<file path="src/rtl/reg_file.sv">
// ---------------------------------------------------------------------------
// reg_file
//   General-purpose register file for the multicycle datapath.
//   2^ADDR_WIDTH registers of DATA_WIDTH bits, one write port and two
//   registered read ports (A/B) that feed the ALU operand latches directly.
//
// Parameters
//   DATA_WIDTH : register / data port width
//   ADDR_WIDTH : address width, DEPTH = 2^ADDR_WIDTH
//   ZERO_REG   : 1 = register 0 reads as zero and ignores writes
//   BYPASS     : 1 = a capture of the address being written this cycle
//                    returns the new write data
//
// Ports
//   clk        : clock, all state changes on the rising edge
//   reset      : asynchronous active-high reset of storage and read outputs
//   clear      : synchronous clear of storage and read outputs (beats write
//                and capture)
//   wr_en      : write strobe
//   wr_addr    : write address
//   wr_data    : write data
//   rd_en_a/b  : capture enable per read port
//   rd_addr_a/b: read address per read port
//   rd_data_a/b: registered read data per read port
// ---------------------------------------------------------------------------
module reg_file #(
    parameter int DATA_WIDTH = 16,
    parameter int ADDR_WIDTH = 3,
    parameter int ZERO_REG   = 1,
    parameter int BYPASS     = 1
) (
    input  logic                  clk,
    input  logic                  reset,
    input  logic                  clear,
    input  logic                  wr_en,
    input  logic [ADDR_WIDTH-1:0] wr_addr,
    input  logic [DATA_WIDTH-1:0] wr_data,
    input  logic                  rd_en_a,
    input  logic [ADDR_WIDTH-1:0] rd_addr_a,
    output logic [DATA_WIDTH-1:0] rd_data_a,
    input  logic                  rd_en_b,
    input  logic [ADDR_WIDTH-1:0] rd_addr_b,
    output logic [DATA_WIDTH-1:0] rd_data_b
);

    localparam int DEPTH = 1 << ADDR_WIDTH;

    logic [DATA_WIDTH-1:0] regs [DEPTH];

    logic                  wr_ok;
    logic [DATA_WIDTH-1:0] sel_a_p0;
    logic [DATA_WIDTH-1:0] sel_b_p0;
    logic [DATA_WIDTH-1:0] rd_a_p1;
    logic [DATA_WIDTH-1:0] rd_b_p1;

    // Read value selection: hardwired zero first, then write bypass, then
    // the stored contents.
    function automatic logic [DATA_WIDTH-1:0] read_sel(
        input logic [ADDR_WIDTH-1:0] ra,
        input logic [DATA_WIDTH-1:0] stored,
        input logic                  we,
        input logic [ADDR_WIDTH-1:0] wa,
        input logic [DATA_WIDTH-1:0] wd
    );
        logic [DATA_WIDTH-1:0] v;
        v = stored;
        if ((ZERO_REG != 0) && (ra == '0)) begin
            v = '0;
        end else if ((BYPASS != 0) && we && (wa == ra)) begin
            v = wd;
        end
        return v;
    endfunction

    // Writes to the hardwired zero register are dropped here so r0 storage
    // never changes.
    assign wr_ok = wr_en && !((ZERO_REG != 0) && (wr_addr == '0));

    // ---- stage p0: operand selection from storage / write bus ----
    assign sel_a_p0 = read_sel(rd_addr_a, regs[rd_addr_a], wr_en, wr_addr, wr_data);
    assign sel_b_p0 = read_sel(rd_addr_b, regs[rd_addr_b], wr_en, wr_addr, wr_data);

    always_ff @(posedge clk or posedge reset) begin
        if (reset) begin
            for (int i = 0; i < DEPTH; i++) begin
                regs[i] <= '0;
            end
        end else if (clear) begin
            for (int i = 0; i < DEPTH; i++) begin
                regs[i] <= '0;
            end
        end else if (wr_ok) begin
            regs[wr_addr] <= wr_data;
        end
    end

    // ---- stage p1: registered read outputs ----
    always_ff @(posedge clk or posedge reset) begin
        if (reset) begin
            rd_a_p1 <= '0;
            rd_b_p1 <= '0;
        end else if (clear) begin
            rd_a_p1 <= '0;
            rd_b_p1 <= '0;
        end else begin
            if (rd_en_a) begin
                rd_a_p1 <= sel_a_p0;
            end
            if (rd_en_b) begin
                rd_b_p1 <= sel_b_p0;
            end
        end
    end

    assign rd_data_a = rd_a_p1;
    assign rd_data_b = rd_b_p1;

endmodule

</file>
<file path="config.mk">
export PLATFORM = sky130hd
export DESIGN_NAME = reg_file
export DESIGN_NICKNAME = d
export VERILOG_FILES = /design/src/rtl/reg_file.sv
export SDC_FILE = /design/constraint.sdc
export NUM_CORES = 1
export LEC_CHECK = 0
export CAP_MARGIN = 25
export CORE_UTILIZATION = 35
export DETAILED_ROUTE_END_ITERATION = 10
export PLACE_DENSITY_LB_ADDON = 0.08
export SLEW_MARGIN = 20
export SYNTH_ARGS = -nofsm -noshare
export SYNTH_HDL_FRONTEND = slang
export SYNTH_SLANG_ARGS = --single-unit
</file>
<file path="constraint.sdc">
create_clock -name clk -period 8.6 [get_ports clk]
set_input_delay 2.15 -clock clk [delete_from_list [all_inputs] [get_ports clk]]
set_output_delay 2.15 -clock clk [all_outputs]
set_load 0.1 [all_outputs]
</file>
==> results.md, run 1 <==
- The run finished with clean final reports.
- Along the worst path, the maximum fanout reaches 18.
- For this run, global-route usage on met2 was measured as 37.89%.
- The standard cell area after detailed placement is 9324 um^2.
- Entering global routing, the biggest net connects 92 pins.
- The overall die area is 24920 um^2.
- The remaining routing DRC violations is 0.
- The headroom to the max-slew limit is 24.79%.
- In this run, placement finished with an instance count of 1123.
- The area of the multi-input gates is 4178 um^2.
- The internal power is 1301 uW.
- The overall fraction of global-route tracks in use is 23.87%.
- The post-DP HPWL is 17.20 mm.
- The power per cell area is 177.3 nW/um^2.
- The width of the chip is 157.9 um.
- The net switching power of the design is 467.7 uW.
- Summed over its instances, the top area cell type makes up 47.09% of the synthesized netlist area.
- The total via count in the routed design is 6450.
- For the worst setup path, the data arrival time is 4800 ps.
- The number of diodes added for antenna fixing is 0.
- By area the synthesized netlist is led by sky130_fd_sc_hd__dfrtp_1 47%, sky130_fd_sc_hd__nand2_1 11%, sky130_fd_sc_hd__mux4_1 9.9%.
- Setup repair after global routing left no endpoint under its margin.
- Combinational logic burns 10.6% of the power.
- The area growth from synthesis to layout is 17.37%.
- Global routing consumed, on the met1 layer, 32.50% of the routing resources.
- The largest buffer count on any clock path is 2.
- The register area is 4004 um^2.
- The floorplan has 56 rows.
- The number of placed I/O pins is 63.
- The final critical delay including setup and external delays is 4542 ps.
- In this run, the clock network consumes 45.5% of the power.
- The final routed wirelength across all metal layers is 28.09 mm.
- The library cell used most frequently in the layout, excluding fill and tap cells, is sky130_fd_sc_hd__nand2_1.
- After routing, the total negative slack on setup checks comes to 0 ps.
- The leftover overflow at the end of global routing is 0.
- The worst-skew pair later-pin latency is 430 ps.
- The global routing stage identified its most utilized layer as met2.
- The fraction of met3 tracks used by global routing is 5.393%.
- sky130_fd_sc_hd__dfrtp_1 takes more of the synthesized area than any other cell.
- The number of warnings printed during yosys synthesis is 0.
- The cell area after synthesis is 8502 um^2.
- Buffers placed on the I/O ports in this run total 62.
- The total power draw is 1769 uW.
- Averaged over all synthesized cells, the footprint is 10.56 um^2.
- CTS built an H-tree with a depth of 4.
- The via-per-instance ratio is 5.575.
- The number of instances resized during post-cts repair is 0.
- The first detailed-routing pass ran for 5 iterations.
- After the first detailed-routing iteration, the DRC count stood at 532.
- Net switching is 26.44% of the power.
- The number of maximum-capacitance violations is 0.
- STA classifies the critical path endpoint as a flip-flop.
- In this run the post-CTS setup repair buffer count came out at 0.
- The clock transition at the registers of the reported paths is 70 ps.
- The via count of the first global-routing pass is 6552.
- The number of antenna violations at the first check in global routing is 0.
- Once layout is done, the placed cells without fillers occupy 9978 um^2.
- The cell at the root of the clock tree is sky130_fd_sc_hd__clkbuf_16.
- The start-to-end type of the worst setup path is in -> reg.
- In the layout the commonest cells are 244 x sky130_fd_sc_hd__nand2_1, 160 x sky130_fd_sc_hd__dfrtp_1, 112 x sky130_fd_sc_hd__a21oi_1, 58 x sky130_fd_sc_hd__clkdlybuf4s50_1.
- The number of register bits inferred by synthesis is 160.
- In the final layout, the share of cells above drive strength 1 is 13.25%.
- The number of hold violations in the final report is 0.
- The nature of the critical path startpoint is a primary input.
- In the final design database the tool counted 856 nets.
- The quantity of hold-fixing buffers added after cts is 0.
- TritonCTS built the clock tree.
- The number of inserted filler cells in the final layout is 2232.
- Once layout is complete, the cells apart from fillers number 1157.
- The tightest hold margin is 502.9 ps.
- The core outline area is 23610 um^2.
- The sequential fraction of the synthesis area is 47.09%.
- Per report_power, the sequential group accounts for 43.9% of the total.
- The final antenna-violating net count is 0.
- Clock tree synthesis found a total of 160 sinks.
- The transition time at the pin with the least slew margin is 1125 ps.
- The initial utilization of the core area, before any placement, comes to 36.01%.
- The endpoint required time on the critical path is 8860 ps.
- Of the available clock period, the critical path in the final layout requires 52.81%.
- TritonCTS created 17 clock buffers.
- The number of max-slew violations in the final report is 0.
- The path class of the tightest hold or removal check is reg -> reg.
- When the netlist entered floorplanning its net count stood at 836.
- The worst clock skew is 15.08 ps.
- The leakage power figure is 0.004168 uW.
- The global placement routability congestion is 0.8004.
- The average wire per cell in the routed design is 24.28 um.
- The maximum clock frequency is 220.2 MHz.
- The first global-routing pass estimated 42.23 mm of wire.
- The worst-case IR drop observed on VDD is 79.55 uV.
- The floorplan die height is 157.9 um.
- The synthesized netlist contains 27 unique library cells.
- The synthesized netlist cell count is 805.
- The final setup violation count is 0.
-- stage by stage --
stage	util, %	setup slack (ps)
2_1_floorplan	-	2130
3_3_place_gp	39.29	3539
3_5_place_dp	39.49	3612
4_1_cts	42.15	4057
5_1_grt	42.26	3972
6_report	42.26	4058
-- layer usage --
metal | vias to the layer above | share of wire [%] | wire length, um
li1 | 2887 | - | -
met3 | 40 | 6.3 | 1765
met1 | 3259 | 44 | 12300
met5 | - | 0 | 0
met4 | 0 | 2.3 | 642
met2 | 264 | 48 | 13390
-- registers in the layout, summed over array words and instances (netlist names) --
signal,flops
rd_data_a,16
rd_data_b,16
regs,128
-- layout make-up --
type | count | share of cell area, %
flip-flops and latches | 160 | 40.13
repair buffers | 79 | 7.586
inverters | 2 | 0.1254
clock inverters | 13 | 1.755
multi-input cells | 565 | 41.87
clock buffers | 19 | 4.539
well taps | 319 | 4.000
-- power by group through the flow --
stage          clock network, uW  registers (uW)  logic (uW)
3_5_place_dp                   0             790         188
6_report                     805             776         188
5_1_grt                      856             777         201
2_1_floorplan                  0             808         105
3_3_place_gp                   0             789         186
4_1_cts                      826             776         189
-- worst max-delay path: stages --
cell	delay (ps)
sky130_fd_sc_hd__clkdlybuf4s50_1	460
sky130_fd_sc_hd__buf_4	380
sky130_fd_sc_hd__xnor2_1	170
sky130_fd_sc_hd__and4_1	690
sky130_fd_sc_hd__nand2b_1	750
sky130_fd_sc_hd__o211ai_1	200
-- path summary, 6_finish.rpt --
check,cells after the start,end,slack (ps),from
max reg2reg,3,rd_data_b[3]$_DFFE_PP0P_,6910,regs[99]$_DFFE_PP0P_
min in group asynchronous,2,regs[99]$_DFFE_PP0P_,2270,reset
min reg2reg,2,rd_data_a[8]$_DFFE_PP0P_,500,rd_data_a[8]$_DFFE_PP0P_
max,6,rd_data_a[10]$_DFFE_PP0P_,4060,rd_addr_a[2]
min,2,rd_data_a[8]$_DFFE_PP0P_,500,rd_data_a[8]$_DFFE_PP0P_
max in group asynchronous,3,regs[28]$_DFFE_PP0P_,4860,reset
-- synthesized netlist by cell type (all sizes together) --
library cell,number
and2,16
nand2b,4
inv,2
o311ai,1
buf,17
nand2,244
nand3,19
xnor2,6
mux2i,16
mux4,64
o311a,1
or3,1
nor3,1
nor2b,20
a221o,16
mux2,16
dfrtp,160
nor2,9
and4,1
nand4,2
o211ai,16
a21oi,112
clkbuf,61
-- cells by family after synthesis --
| kind of cell | count (synthesis) | share of synthesized area, % |
|---|---|---|
| AND/OR/NAND/NOR | 317 | 15.61 |
| flip-flops | 160 | 47.09 |
| AO/OA/AOI/OAI | 146 | 10.11 |
| multiplexers | 96 | 22.37 |
| buffers and inverters | 80 | 4.194 |
| XOR/XNOR | 6 | 0.6181 |
(Power assumes the default switching activity.)
==> run 2: changes to the inputs <==
==> constraint.sdc (replaced) <==
create_clock -name clk -period 4.2 [get_ports clk]
set_input_delay 1.05 -clock clk [delete_from_list [all_inputs] [get_ports clk]]
set_output_delay 1.05 -clock clk [all_outputs]
set_load 0.1 [all_outputs]
==> run 2 against run 1 <==
Sequential power up 100%. Critical path type is now reg -> out. Combinational power up 110%. Via count up 3.3%. Register-to-register slack worse by 4400 ps. Global-route usage up 1.9 points. Die area unchanged. Routed wire length up 7.2%. Final area up 0.36%. Highest routed layer unchanged. Power up 96%. Cell count up 1.6%. Clock power up 84%. Worst hold slack better by 21 ps.
==> results.md, run 2 (synthesized netlist as in run 1, its figures left out) <==
- Compared with the post-synthesis result, the final layout area differs by 17.79%.
- Once the clock tree was built, the resizer swapped 0 gates to a different size.
- The worst-skew pair later-pin latency is 430 ps.
- Dividing total power by cell area gives a power density of 346.8 nW/um^2.
- Setup violations remaining at the end of the flow were counted as 0.
- For this design, the slowest cell found on the critical path is sky130_fd_sc_hd__clkdlybuf4s50_1.
- The DRC marker count from the first detailed-route iteration is 568.
- Counting the buffers created by CTS gives 17.
- The worst voltage drop across the vdd grid is 220.5 uV.
- The critical path capture point type is a primary output.
- The clock tree synthesis step divided the H-tree into 4 levels.
- Entering global routing, the biggest net connects 79 pins.
- The share of post-route cells with drive strength above 1 is 13.89%.
- The number of placed I/O pins is 63.
- The register with the most flip-flops in the layout has 128 of them.
- Clock-pin slew was measured on the worst setup and hold paths at 70 ps.
- Once placement finished, the instance area stood at 9467 um^2.
- The total setup buffers inserted after CTS is 0.
- The overall die area is 24920 um^2.
- The count of nets left with antenna violations once routing finished came out at 0.
- Of all nets on the critical path, the largest fanout is 2.
- The critical path in this run is classified as reg -> out.
- The quantity of hold-fixing buffers added after cts is 0.
- The largest buffer count on any clock path is 2.
- In the layout the commonest cells are 244 x sky130_fd_sc_hd__nand2_1, 160 x sky130_fd_sc_hd__dfrtp_1, 112 x sky130_fd_sc_hd__a21oi_1, 59 x sky130_fd_sc_hd__clkdlybuf4s50_1, 35 x sky130_fd_sc_hd__buf_4.
- Summed over all layers, the global routing overflow is 0.
- The iteration count of the initial detailed-routing pass is 5.
- The tool flagged a number of max-cap violations equal to 0.
- The endpoint required time on the critical path is 3150 ps.
- The final critical delay including setup and external delays is 3151 ps.
- The final critical path takes up 75.02% of the cycle.
- The final routed wirelength across all metal layers is 30.12 mm.
- TritonCTS built the clock tree.
- At the pin with the least slew margin, the transition time is 1101 ps.
- Between clock sinks in the finished design, the worst skew comes to 8.419 ps.
- The number of hold violations in the final report is 0.
- The finished cells cover 10010 um^2.
- The total power draw is 3473 uW.
- The die is 157.9 um wide.
- After detailed routing, the number of vias per cell comes to 5.663.
- Setup repair after global routing left no endpoint under its margin.
- Grouping stages by cell kind, the critical path spends the most delay in buffers and inverters.
- The final layout net count is 875.
- The first global-routing pass estimated 45.37 mm of wire.
- The highest cell delay on the worst timing path is 1180 ps.
- Summed over all cells, the static leakage comes to 0.004209 uW.
- Derived from the worst setup path, the maximum achievable clock frequency is 317.4 MHz.
- The overall fraction of global-route tracks in use is 25.77%.
- Together, buffers and inverters on the worst path number 1.
- For this design, the sink count on the clock tree is 160.
- Summing over every cut layer, the via total after detailed routing is 6660.
- In the final timing run, aggregate negative setup slack is 0 ps.
- After legalization and detailed placement, the total HPWL measured 18.58 mm.
- The number of max-slew violations in the final report came to 0.
- Leaving out fill and tap cells, the most frequent cell in the layout is sky130_fd_sc_hd__nand2_1.
- The layout has 2275 filler cells.
- The number of diodes added for antenna fixing is 0.
- The via count of the first global-routing pass came to 6755.
- The data arrival time of the worst path is 2100 ps.
- The region available for standard cell placement spans 23610 um^2.
- The run finished with clean final reports.
- The number of antenna violations at the first check in global routing was 0.
- The signal on the critical path passes through clkdlybuf4s50_1.
- The floorplan die height is 157.9 um.
- The global placement routability congestion is 0.7905.
- In the final routed layout, each cell accounts on average for 25.61 um.
- The worst hold-check path type is reg -> reg.
- STA classifies the critical path startpoint as a flip-flop.
- The register with the most flip-flops in the final layout is regs.
- The cell row count is 56.
- The number of buffers added on ports is 62.
- Clock tree synthesis selected as its root buffer the cell sky130_fd_sc_hd__clkbuf_16.
- The initial core utilization is 36.01%.
- The headroom to the max-slew limit is 26.45%.
- In the routed design, unresolved DRC markers number 0.
==> run 2: cell types whose count changed in the layout (fill, tap and decap cells not counted), sizes merged <==
cell,delta
buf,+18
clkinvlp,+4
bufinv,-3
clkinv,-2
clkbuf,+5
inv,-4
clkdlybuf4s50,+1
==> run 2: stage by stage <==
stage	utilization, %	setup WS, ps	std cells	hold WS (ps)
2_1_floorplan	-	1121	805	474.0
3_3_place_gp	40.09	999.3	1144	492.6
3_5_place_dp	40.09	1000	1144	503.8
4_1_cts	42.41	1055	1176	523.7
5_1_grt	42.41	1023	1176	549.0
6_report	42.41	1049	1176	524.2
==> run 2: final cells by class <==
type	count	area (um^2)	area share, %
multi-input combinational	565	4149	41.43
sequential	160	4004	39.98
timing repair buffer	98	903.4	9.020
clock buffer	24	491.7	4.910
tap	319	399.1	3.986
clock inverter	8	56.30	0.5622
inverter	2	11.26	0.1124
==> run 2: routing by layer <==
metal  vias up  share of wire [%]  GRT usage (%)
li1       2930                  -              -
met1      3453                 43          34.42
met2       234                 49          42.94
met3        43                5.0          3.613
met4         0                2.2          8.692
met5         -                  0              0
==> run 2: path summary, 6_finish.rpt <==
path                                          startpoint                         to  slack [ps]  cells past startpoint
worst max register to register     regs[111]$_DFFE_PP0P_  rd_data_b[15]$_DFFE_PP0P_        2510                      3
min in group asynchronous                          reset  rd_data_b[11]$_DFFE_PP0P_         960                      2
worst min-delay path               regs[115]$_DFFE_PP0P_      regs[115]$_DFFE_PP0P_         520                      1
worst min register to register     regs[115]$_DFFE_PP0P_      regs[115]$_DFFE_PP0P_         520                      1
worst max-delay path            rd_data_b[9]$_DFFE_PP0P_               rd_data_b[9]        1050                      1
max in group asynchronous                          reset   rd_data_a[4]$_DFFE_PP0P_        2440                      3
==> run 2: power breakdown <==
part	internal [uW]	switching (uW)	leakage, uW
Sequential	1570	22.1	0.00222
Combinational	128	273	0.00173
Clock	819	662	0.000254
Total	2520	957	0.00421
